`config.mk`:
```
export PLATFORM = sky130hd
export DESIGN_NAME = calc_alu_sequencer
export DESIGN_NICKNAME = d
export VERILOG_FILES = /design/src/rtl/calc_alu_sequencer.sv
export SDC_FILE = /design/constraint.sdc
export NUM_CORES = 1
export LEC_CHECK = 0
export BUFFER_PORTS_ARGS = -buffer_cell sky130_fd_sc_hd__buf_2
export CORE_ASPECT_RATIO = 1.2
export CORE_MARGIN = 2
export CORE_UTILIZATION = 41
export DETAILED_ROUTE_END_ITERATION = 6
export PLACE_DENSITY_LB_ADDON = 0.25
export SLEW_MARGIN = 20
export SYNTH_ARGS = -nofsm -noshare
export SYNTH_HDL_FRONTEND = slang
export SYNTH_SLANG_ARGS = --single-unit
```
`constraint.sdc`:
```
create_clock -name iCLK -period 11.9 [get_ports iCLK]
set_input_delay 2.38 -clock iCLK [delete_from_list [all_inputs] [get_ports iCLK]]
set_output_delay 2.38 -clock iCLK [all_outputs]
set_load 0.05 [all_outputs]
```
`src/rtl/calc_alu_sequencer.sv`:
```
// Multi-cycle arithmetic sequencer: add/sub in one step, shift-add multiply and
// restoring divide in WIDTH steps, all through one shared WIDTH+1-bit adder.
module calc_alu_sequencer #(
  parameter int unsigned WIDTH = 24
) (
  input  logic             iCLK,
  input  logic             iRST_n,
  input  logic             iSTART,
  input  logic             iCLR,
  input  logic [1:0]       iOP,
  input  logic [WIDTH-1:0] iA,
  input  logic [WIDTH-1:0] iB,
  output logic             oBUSY,
  output logic             oDONE,
  output logic [WIDTH-1:0] oRESULT,
  output logic [WIDTH-1:0] oREMAINDER,
  output logic             oOVF,
  output logic             oDIVZ
);

  localparam int unsigned CntW = (WIDTH > 1) ? $clog2(WIDTH) : 1;
  localparam logic [CntW-1:0] CntLast = CntW'(WIDTH - 1);

  localparam logic [1:0] OpDiv = 2'b00;
  localparam logic [1:0] OpAdd = 2'b01;
  localparam logic [1:0] OpSub = 2'b10;
  localparam logic [1:0] OpMul = 2'b11;

  typedef enum logic [1:0] {StIdle, StRun, StDone} state_e;

  state_e            state_q;
  logic [1:0]        op_q;
  logic [WIDTH-1:0]  a_q;    // addend / multiplicand
  logic [WIDTH-1:0]  b_q;    // addend / shifting multiplier / divisor
  logic [WIDTH-1:0]  acc_q;  // product upper half / partial remainder
  logic [WIDTH-1:0]  lo_q;   // product lower half / dividend shifting into quotient
  logic [CntW-1:0]   cnt_q;
  logic              busy_q, done_q, ovf_q, divz_q;
  logic [WIDTH-1:0]  result_q, rem_q;

  logic [WIDTH:0]    add_x, add_y;
  logic              add_cin;
  logic [WIDTH+1:0]  add_sum;
  logic              carry;
  logic [WIDTH-1:0]  mul_hi_n, mul_lo_n, div_rem_n, div_lo_n;

  // Shared adder operand multiplexing and per-op step results.
  always_comb begin
    add_x   = '0;
    add_y   = '0;
    add_cin = 1'b0;
    case (op_q)
      OpAdd: begin
        add_x = {1'b0, a_q};
        add_y = {1'b0, b_q};
      end
      OpSub: begin
        add_x   = {1'b0, a_q};
        add_y   = {1'b1, ~b_q};
        add_cin = 1'b1;
      end
      OpMul: begin
        add_x = {1'b0, acc_q};
        add_y = b_q[0] ? {1'b0, a_q} : '0;
      end
      default: begin
        // Shifted partial remainder needs WIDTH+1 bits before the trial subtract.
        add_x   = {acc_q, lo_q[WIDTH-1]};
        add_y   = {1'b1, ~b_q};
        add_cin = 1'b1;
      end
    endcase
    add_sum   = {1'b0, add_x} + {1'b0, add_y} + {{(WIDTH + 1){1'b0}}, add_cin};
    // Carry out of the WIDTH+1-bit adder means no borrow for sub/div.
    carry     = add_sum[WIDTH+1];
    mul_hi_n  = add_sum[WIDTH:1];
    mul_lo_n  = {add_sum[0], lo_q[WIDTH-1:1]};
    div_rem_n = carry ? add_sum[WIDTH-1:0] : add_x[WIDTH-1:0];
    div_lo_n  = {lo_q[WIDTH-2:0], carry};
  end

  // Sequencer FSM, working registers and registered outputs.
  always_ff @(posedge iCLK or negedge iRST_n) begin
    if (!iRST_n) begin
      state_q  <= StIdle;
      op_q     <= '0;
      a_q      <= '0;
      b_q      <= '0;
      acc_q    <= '0;
      lo_q     <= '0;
      cnt_q    <= '0;
      busy_q   <= 1'b0;
      done_q   <= 1'b0;
      result_q <= '0;
      rem_q    <= '0;
      ovf_q    <= 1'b0;
      divz_q   <= 1'b0;
    end else if (iCLR) begin
      state_q <= StIdle;
      busy_q  <= 1'b0;
      done_q  <= 1'b0;
    end else begin
      case (state_q)
        StIdle: begin
          done_q <= 1'b0;
          if (iSTART) begin
            op_q    <= iOP;
            a_q     <= iA;
            b_q     <= iB;
            acc_q   <= '0;
            lo_q    <= (iOP == OpDiv) ? iA : '0;
            cnt_q   <= ((iOP == OpMul) || ((iOP == OpDiv) && (iB != '0))) ? CntLast : '0;
            busy_q  <= 1'b1;
            state_q <= StRun;
          end
        end
        StRun: begin
          if (op_q == OpMul) begin
            acc_q <= mul_hi_n;
            lo_q  <= mul_lo_n;
            b_q   <= b_q >> 1;
          end else if ((op_q == OpDiv) && (b_q != '0)) begin
            acc_q <= div_rem_n;
            lo_q  <= div_lo_n;
          end
          if (cnt_q == '0) begin
            case (op_q)
              OpAdd: begin
                result_q <= add_sum[WIDTH-1:0];
                rem_q    <= '0;
                ovf_q    <= add_sum[WIDTH];
                divz_q   <= 1'b0;
              end
              OpSub: begin
                result_q <= add_sum[WIDTH-1:0];
                rem_q    <= '0;
                ovf_q    <= ~carry;
                divz_q   <= 1'b0;
              end
              OpMul: begin
                result_q <= mul_lo_n;
                rem_q    <= '0;
                ovf_q    <= |mul_hi_n;
                divz_q   <= 1'b0;
              end
              default: begin
                if (b_q == '0) begin
                  result_q <= '0;
                  rem_q    <= a_q;
                  divz_q   <= 1'b1;
                end else begin
                  result_q <= div_lo_n;
                  rem_q    <= div_rem_n;
                  divz_q   <= 1'b0;
                end
                ovf_q <= 1'b0;
              end
            endcase
            done_q  <= 1'b1;
            state_q <= StDone;
          end else begin
            cnt_q <= cnt_q - 1'b1;
          end
        end
        default: begin
          done_q  <= 1'b0;
          busy_q  <= 1'b0;
          state_q <= StIdle;
        end
      endcase
    end
  end

  assign oBUSY      = busy_q;
  assign oDONE      = done_q;
  assign oRESULT    = result_q;
  assign oREMAINDER = rem_q;
  assign oOVF       = ovf_q;
  assign oDIVZ      = divz_q;

endmodule

```
# [Yosys cells after proc, flatten, opt, wreduce, memory -nomap -nowiden]
# Index checks and enable logic that the tools add are counted.
[totals] ff_bits=157 out_inout_bits=52 word_cells=91 in_bits=54
[classes] n_eq_ne=12 reduce_logical=22 n_bitwise=3 n_addsub=3 mux=38
[op_table] op="$mux W24" n=14
[op_table] op="$pmux W24 S2" n=4
[op_table] op="$pmux W25 S2" n=2
[op_table] op="$reduce_bool A24 Y1" n=2
[op_table] op="$add A25 B25 Y26" n=1
[op_table] op="$add A26 B1 Y26" n=1
[op_table] op="$logic_not A24 Y1" n=1
[op_table] op="$not A24 Y24" n=1
[op_table] op="$reduce_or A24 Y1" n=1
[op_table] op="$mux W5" n=3
[op_table] op="$reduce_and A4 Y1" n=3
[op_table] op="$pmux W5 S2" n=1
[op_table] op="$ne A3 B3 Y1 const B" n=3
[op_table] op="$mux W1" n=8
[op_table] op="$ne A2 B2 Y1 const B" n=4
[op_table] op="$eq A2 B2 Y1 const B" n=3
[op_table] op="$logic_not A2 Y1" n=3
[op_table] op="$mux W2" n=3
[op_table] op="$reduce_and A3 Y1" n=2
[op_table] op="$logic_not A5 Y1" n=1
[op_table] op="$sub A5 B1 Y5 const B" n=1
[op_table] op="$eq A2 B1 Y1 const B" n=2
[op_table] op="$pmux W2 S2" n=1
[op_table] op="$reduce_and A2 Y1" n=2
[op_table] op="8 further kinds" n=11

# [Depth between registers and ports, before layout]
# Gate-level depths: netlist of run 1.
[depth] ltp_word=9 ltp_mapped=20 ltp_nobuf=15

# [Worst setup path after synthesis of run 1]
# OpenSTA, ideal clock, no wires.
[synth_path] kind="reg-to-reg" startpoint="register op_q[0]" endpoint="register ovf_q, in the netlist oOVF" t_arrival_ns=4.183 setup_time_ns=0.125 required_ns=11.775 stages_incl_launch_ff=19 n_path_buf=4 period_less_slack_ns=4.308 path_slack_ns=7.592 path_cell_list="dfrtp_1 ha_1 clkbuf_1 clkbuf_1 clkbuf_1 clkbuf_1 a21oi_1 mux2i_1 fa_1 fa_1 nand3_1 a21o_1 a21oi_1 or3_1 a2111oi_0 nand4_1 nor4_1 a41o_1 nand3_1"
[synth_between] elab_chain_cells=7 word_cells_on_any_way=13 classes_between="2 x add/sub; 3 x eq/ne; 4 x mux; 1 x bitwise; 3 x reduce/logical"
[synth_lines] element="start: declaration" line_no="32" text="logic [1:0] op_q;"
[synth_lines] element="start signal: assignment" line_no="107" text="op_q <= iOP;"
[synth_lines] element="$eq A2 B2 Y1 / $eq A2 B1 Y1 (equally long branches)" line_no="52, 127"
[synth_lines] element="$reduce_or A2 Y1 (no source line)"
[synth_lines] element="$pmux W25 S2" line_no="52" text="case (op_q)"
[synth_lines] element="$add A25 B25 Y26" line_no="73" text="add_sum = {1'b0, add_x} + {1'b0, add_y} + {{(WIDTH + 1){1'b0}}, add_cin};"
[synth_lines] element="$add A26 B1 Y26" line_no="73"
[synth_lines] element="$reduce_or A24 Y1 / $not A1 Y1 (equally long branches)" line_no="143, 137"
[synth_lines] element="$pmux W1 S3 *" line_no="127" text="case (op_q)"
[synth_lines] element="end signal: assignment" line_no="131" text="ovf_q <= add_sum[WIDTH];"
[synth_lines] element="end signal: assignment" line_no="137" text="ovf_q <= ~carry;"
[synth_lines] element="end signal: assignment" line_no="143" text="ovf_q <= |mul_hi_n;"
[synth_lines] element="end: declaration" line_no="38" text="logic busy_q, done_q, ovf_q, divz_q;"
# Every way passes the cells marked *; elsewhere a longest branch is shown, timed or not.
# A chain may end at the register's enable or synchronous reset.

# [Final worst setup path of run 1]
[layout_path] startpoint="register op_q[0]" endpoint="register result_q[21], in the netlist oRESULT[21]"
[layout_between] elab_chain_cells=6 word_cells_on_any_way=11 classes_between="2 x add/sub; 3 x eq/ne; 4 x mux; 2 x reduce/logical"
[layout_lines] element="$eq A2 B2 Y1 / $eq A2 B1 Y1 (equally long branches)" line_no="52, 127"
[layout_lines] element="$reduce_or A2 Y1 (no source line)"
[layout_lines] element="$pmux W25 S2" line_no="52"
[layout_lines] element="$add A25 B25 Y26" line_no="73"
[layout_lines] element="$add A26 B1 Y26" line_no="73"
[layout_lines] element="$pmux W24 S2 *" line_no="127"
[layout_lines] element="end signal: assignment" line_no="129" text="result_q <= add_sum[WIDTH-1:0];"
[layout_lines] element="end signal: assignment" line_no="135" text="result_q <= add_sum[WIDTH-1:0];"
[layout_lines] element="end signal: assignment" line_no="141" text="result_q <= mul_lo_n;"
[layout_lines] element="end: declaration" line_no="39" text="logic [WIDTH-1:0] result_q, rem_q;"
# Marks and branches as above.

==> flow_metrics.py, run 1 <==
metrics = {
    "clock_network": {
        "clk_pin_slew_ns": 0.07,
        "cts_root_buf": "clkbuf_16",
        "cts_hold_buf": 0,
        "clk_path_buf_depth": 2,
        "cts_post_setup_buffers_inserted": 0,
        "cts-buffers-inserted": 17,
        "htreeDepth": 4,
        "cts_tree": "built",
        "cts_resized": 0,
        "clock-sinks": 157,
        "clk_latency_ns": 0.44,
    },
    "finish": {
        "register_area_sq_mm": 0.00393,
        "final_area_sq_mm": 0.0117,
        "final_nets": 1363,
        "area_growth_pct": 13.0,
        "utilization": 0.472,
        "fillerInstances": 2459,
        "layoutNonFillerInstCount": 1613,
        "multi_input_area_sq_mm": 0.00599,
        "layout-drive-gt1-share": 0.163,
        "insertedDiodeCount": 0,
    },
    "routing": {
        "dr_total_vias": 9756,
        "post_drt_wl_per_cell_microns": 21.5,
        "drc": 0,
        "first_pass_iters": 5,
        "viasPerCell": 6.05,
        "final_antenna_net_count": 0,
        "routed_wl_mm": 34.7,
        "drt-initial-drc-count": 1111,
    },
    "die": {
        "ios": 106,
        "core.rowCount": 63,
        "dieArea_sq_mm": 0.0265,
        "start_util": 0.418,
        "die_h_microns": 178,
        "fp.dieW_microns": 149,
        "coreArea_sq_mm": 0.0248,
    },
    "sta": {
        "fmax_ghz": 0.175,
        "maxSlewViolCount": 0,
        "finalHoldViolCount": 0,
        "setup_violations": 0,
        "fin_setup_tns_ns": 0,
        "rsz0062_at_grt": "false",
        "period_share": 0.480,
        "max_slew_margin": 0.199,
        "fin_crit_ns": 5.72,
        "tightest_slew_ns": 1.18,
        "clock_skew_ns": 0.00783,
    },
    "synth": {
        "synth.most_common_cell": "nand2_1",
        "synth_top_area_cell": "dfrtp_1",
        "synth-edff-count": 0,
        "yosys-top-cells-area": "dfrtp_1, mux2i_1, nand2_1, a21oi_1, o21ai_0",
        "synth_cells": 1223,
        "synth-async-reset-ratio": 1.00,
        "yosys-top-cells-count": "nand2_1, dfrtp_1, a21oi_1, o21ai_0, nor2_1",
        "yosysUniqueCellTypes": 67,
        "synth_area_per_cell_sq_um": 8.45,
        "ys_seq_area_frac": 0.380,
        "synth_flop_cell": "dfrtp_1",
        "ys_ff_latch": 157,
        "yosysTopAreaCellShare": 0.380,
        "synthesis.area_sq_mm": 0.0103,
        "synth_warnings": 0,
        "synth_nets": 1310,
    },
    "power_and_ir_drop": {
        "leakage_nw": 5.43,
        "power.density_mw_per_mm2": 353,
        "ir_drop_v": 0.000147,
    },
    "critical_path": {
        "r2r-end": "oRESULT[21]",
        "rrSetupSlack_ns": 6.18,
        "timing.rr.start": "op_q[0]",
        "endpoint_kind": "flop",
        "critical_path_class": "flop to flop",
        "arrival_ns": 6.02,
        "worstSetupStartpointType": "flop",
        "crit_fanout": 98,
        "cp.required_ns": 12.21,
        "r2r_cells": 14,
    },
    "global_route": {
        "grt_pass1_wl_mm": 54.5,
        "globalRouteOverflowTotal": 0,
        "antenna_found_initial": 0,
        "grt_pass1_vias": 9225,
        "grt.total_usage": 0.268,
        "grt_max_degree": 99,
    },
    "job": {
        "cap_violations": 0,
    },
    "placement": {
        "port_buffers": 105,
        "placed_area_sq_mm": 0.0111,
        "dp_hpwl_mm": 25.2,
        "dp_cells": 1580,
        "gp_congestion": 0.977,
    },
    "run_status": {
        "status": "completed",
    },
    "min_path": {
        "hold_class": "flop to flop",
        "worstHoldStart": "oDIVZ",
        "whs_endpoint": "oDIVZ",
        "whs_path_depth": 2,
    },
}
-- routing by layer --
layer  routed length (microns)  vias up  GRT usage
li1                          -     4539          -
met1                     15300     4690      0.378
met2                     15500      448      0.412
met3                      2510       79     0.0380
met4                      1390        0      0.111
met5                         0        -          0
-- power by group --
part,leakage [nW],switching (mW),internal (mW)
registers,2.00,0.262,0.742
clock network,0.267,0.254,0.274
logic,3.16,1.70,0.885
total,5.43,2.22,1.90
-- cell families (layout without fill, tap and decap cells) --
group,count (synthesis),in the layout,synth area share
buffers and inverters,119,184,0.0448
muxes,105,105,0.108
adders and majority gates,33,33,0.0414
and+or+nand+nor,388,388,0.168
DFF,157,157,0.380
AOI/OAI and AO/OA,407,407,0.245
xor gates and xnor gates,14,14,0.0119
-- cell usage in the layout (no fill, tap or decap), types with 4 or more instances in the layout --
cell       count
nor2b_1        6
and4_1         4
nor2_1       104
a31oi_1        7
xor2_1         4
o31ai_1        6
a22oi_1       41
and2_1        11
o211ai_1       5
o21a_1        18
mux2i_1       70
o21ai_0      119
nand4_1        7
dfrtp_1      157
buf_2        104
a221oi_1      10
nand3_1       11
o221ai_1       4
a21oi_1      119
inv_6          6
nor4_1        15
buf_4         12
mux2_4         6
or2_2          6
o21ai_1       12
a211oi_1       5
nand2_1      171
mux2_2        29
a221o_1       22
a2111oi_0      4
clkbuf_16     17
xnor2_1       10
a21o_1        12
inv_1         33
ha_1          29
nor3_1        15
nand2b_1      18
-- sequential cells by signal, summed over array words and instances, names as in the netlist --
name and count:
oBUSY 1, lo_q 24, acc_q 24, op_q 2
state_q 2, oRESULT 24, cnt_q 5, oOVF 1
oDONE 1, oREMAINDER 24, a_q 24, oDIVZ 1
b_q 24
-- cell type report --
cell class                      count  area share
Sequential cell                   157       0.336
Clock inverter                     14      0.0106
Clock buffer                       17      0.0364
Timing Repair Buffer              119      0.0579
Inverter                           34      0.0109
Tap cell                          325      0.0348
Multi-Input combinational cell    947       0.513
-- metrics by stage --
stage                     setup WS (ns)  total power [mW]  hold WS (ns)
after detailed placement           6.33              3.52         0.466
final                              6.18              4.12         0.474
after floorplan                    7.59              2.74         0.456
after global placement             6.34              3.51         0.459
after global routing               5.81              4.40         0.497
after CTS                          6.29              4.06         0.481
-- critical path, cell delays in order, from the launching register on --
cell and delay (ns):
dfrtp_1 0.42, ha_4 0.34, buf_4 0.80, a22oi_1 0.24, o21ai_0 0.52, ha_1 0.43, and2_1 0.21, a221o_1 0.38
a22o_2 0.28, o41ai_2 0.53, o21ai_0 0.20, xnor2_1 0.50, o21ai_0 0.15, a221oi_1 0.46, nor2_1 0.08
-- how the worst max path moves through the flow --
stage                 start  depth (start not counted)        endpoint  slack, ns
floorplan           op_q[0]                         18            oOVF       7.59
global placement    op_q[0]                         14     oRESULT[21]       6.34
detailed placement  op_q[0]                         16        acc_q[4]       6.33
CTS                 op_q[0]                         16  oREMAINDER[15]       6.29
global route        op_q[0]                         16        acc_q[4]       5.81
finish              op_q[0]                         14     oRESULT[21]       6.18
No activity file was read; power rests on OpenSTA's default activity.
==> run 2: changes to the inputs <==
--- a/config.mk
+++ b/config.mk
@@ -5,6 +5,7 @@
 export SDC_FILE = /design/constraint.sdc
 export NUM_CORES = 1
 export LEC_CHECK = 0
+export ABC_AREA = 1
 export BUFFER_PORTS_ARGS = -buffer_cell sky130_fd_sc_hd__buf_2
 export CORE_ASPECT_RATIO = 1.2
 export CORE_MARGIN = 2
==> constraint.sdc (replaced) <==
create_clock -name iCLK -period 5.4 [get_ports iCLK]
set_input_delay 1.08 -clock iCLK [delete_from_list [all_inputs] [get_ports iCLK]]
set_output_delay 1.08 -clock iCLK [all_outputs]
set_load 0.05 [all_outputs]
==> run 2 against run 1 <==
Clock skew increased by 0.0015 ns; via count up 10%; register-to-register slack worse by 5.4 ns; utilization decreased by 0.23 points; cell count is 19% higher; sequential share of layout area is 0.89 points lower; global-route usage shrank 0.25 points; first-iteration DRC count down 28%.
==> flow_metrics.py, run 2 <==
metrics = {
    "die": {
        "die_h_microns": 181,
        "fp.dieW_microns": 151,
        "core.rowCount": 64,
        "start_util": 0.418,
        "dieArea_sq_mm": 0.0273,
        "ios": 106,
        "coreArea_sq_mm": 0.0255,
    },
    "routing": {
        "viasPerCell": 5.60,
        "drt-initial-drc-count": 801,
        "final_antenna_net_count": 0,
        "dr_total_vias": 10800,
        "first_pass_iters": 6,
        "drc": 0,
        "post_drt_wl_per_cell_microns": 18.3,
        "routed_wl_mm": 35.2,
    },
    "clock_network": {
        "cts-buffers-inserted": 17,
        "cts_post_setup_buffers_inserted": 0,
        "clk_latency_ns": 0.43,
        "cts_root_buf": "clkbuf_16",
        "cts_resized": 0,
        "clk_pin_slew_ns": 0.06,
        "htreeDepth": 4,
        "clock-sinks": 157,
        "cts_tree": "built",
        "clk_path_buf_depth": 2,
        "cts_hold_buf": 0,
    },
    "placement": {
        "dp_cells": 1893,
        "dp_hpwl_mm": 26.5,
        "place_ws_ns": 0.932,
        "port_buffers": 105,
        "gp_congestion": 0.972,
    },
    "synth": {
        "yosys-top-cells-area": "dfrtp_1, nand2_1, o21ai_0, inv_1, a21oi_1",
        "synth_nets": 1604,
        "ys_seq_area_frac": 0.368,
        "synth-async-reset-ratio": 1.00,
        "synth_cells": 1517,
        "synthesis.area_sq_mm": 0.0107,
        "synth.most_common_cell": "nand2_1",
        "synth-edff-count": 0,
        "synth_area_per_cell_sq_um": 7.03,
        "synth_flop_cell": "dfrtp_1",
        "ys_ff_latch": 157,
        "yosysTopAreaCellShare": 0.368,
        "yosys-top-cells-count": "nand2_1, inv_1, o21ai_0, dfrtp_1, a21oi_1",
        "synth_top_area_cell": "dfrtp_1",
        "yosysUniqueCellTypes": 45,
        "synth_warnings": 0,
    },
    "sta": {
        "clock_skew_ns": 0.00930,
        "max_slew_margin": 0.295,
        "tightest_slew_ns": 1.06,
        "rsz0062_at_grt": "false",
        "holdWs_ns": 0.479,
        "fmax_ghz": 0.216,
        "maxSlewViolCount": 0,
        "layout_setup_ws_ns": 0.771,
        "period_share": 0.857,
        "setup_violations": 0,
        "fin_crit_ns": 4.63,
        "finalHoldViolCount": 0,
        "fin_setup_tns_ns": 0,
    },
    "finish": {
        "final_common_cell": "nand2_1",
        "insertedDiodeCount": 0,
        "final_nets": 1669,
        "area_growth_pct": 12.4,
        "layout-drive-gt1-share": 0.133,
        "fillerInstances": 2516,
        "layout_common_cells": "nand2_1, inv_1, o21ai_0, dfrtp_1, buf_2",
        "layoutNonFillerInstCount": 1924,
    },
    "job": {
        "cap_violations": 0,
    },
    "critical_path": {
        "endpoint_kind": "flop",
        "cp_num_buf_inv": 5,
        "critical-path-top-delay-family": "buffers and inverters",
        "crit_slowest_cell": "clkinv_1",
        "critical_path_class": "flop to flop",
        "arrival_ns": 4.92,
        "critPathLaunch": "op_q[0]",
        "cp.required_ns": 5.69,
        "rrSetupSlack_ns": 0.77,
        "slowest_delay_ns": 0.65,
        "crit_fanout": 50,
        "timing.rr.start": "op_q[0]",
        "worstSetupStartpointType": "flop",
        "crit_chain": "inv_1 -> ha_1 -> clkinv_1 -> buf_4 -> o211ai_1 -> o21ai_0 -> inv_1 -> ha_1 -> nand2_1 -> nor3_2 -> nand2_1 -> inv_1 -> nand4_2 -> nand2_4 -> nor2_1 -> a21oi_2 -> nand2_1 -> o211ai_2 -> o21ai_1",
    },
    "global_route": {
        "grt.total_usage": 0.265,
        "globalRouteOverflowTotal": 0,
        "grt_pass1_vias": 10200,
        "grt_max_degree": 80,
        "antenna_found_initial": 0,
        "grt_pass1_wl_mm": 56.5,
    },
    "min_path": {
        "hold_class": "flop to flop",
        "worstHoldStart": "oDIVZ",
    },
    "run_status": {
        "status": "completed",
    },
}
==> run 2: changes by cell type in the layout (fill, tap and decap cells not counted), moves of 22 or more <==
| cell | previous run | this run |
|---|---|---|
| nand3_1 | 11 | 40 |
| nor2_1 | 104 | 54 |
| a21oi_1 | 119 | 90 |
| nand2_1 | 171 | 427 |
| o221ai_1 | 4 | 48 |
| mux2_2 | 29 | 0 |
| o21ai_0 | 119 | 177 |
| o211ai_1 | 5 | 59 |
| a221o_1 | 22 | 0 |
| mux2i_1 | 70 | 0 |
| inv_1 | 33 | 215 |
| a22oi_1 | 41 | 4 |
==> run 2: metrics by stage <==
stage | util | cell area [sq um]
after CTS | 0.470 | 12000
after floorplan | - | 10700
after global placement | 0.447 | 11400
final | 0.470 | 12000
after detailed placement | 0.447 | 11400
after global routing | 0.470 | 12000
==> run 2: worst min-delay path: cells and delay by family, from the launching register on <==
kind | cells | cell delay (ns)
DFF | 1 | 0.34
and+or+nand+nor | 2 | 0.10
==> run 2: routing by layer <==
layer	vias to the layer above	wire length, microns	GRT usage
met4	0	1080	0.0935
met2	414	16400	0.416
li1	5172	-	-
met3	56	2020	0.0326
met1	5132	15700	0.377
met5	-	0	0
==> run 2: path summary, 6_finish.rpt <==
path                             end  depth (start not counted)
setup reg to reg           acc_q[11]                         19
hold reg to reg                oDIVZ                          2
min in group asynchronous    op_q[1]                          1
hold / removal                 oDIVZ                          2
setup / recovery           acc_q[11]                         19
max in group asynchronous    b_q[12]                          2
==> run 2: cells by family after synthesis <==
logic type	share of synthesized area
xor+xnor	0.00657
flops	0.368
simple gates	0.225
buf+inv	0.113
fa+ha+maj	0.0401
compound gates	0.247
==> run 2: layout make-up <==
cell class / instances / area [sq um] / area share
timing repair buffer: 125 / 682 / 0.0568
multi-input combinational: 1055 / 5550 / 0.463
inverter: 226 / 848 / 0.0707
sequential: 157 / 3930 / 0.327
tap: 330 / 413 / 0.0344
clock inverter: 10 / 114 / 0.00949
clock buffer: 21 / 460 / 0.0384
Power of run 2 is left out: the tool's default activity adds up to more than one toggle a clock period on the data nets, which glitch-free logic cannot reach.
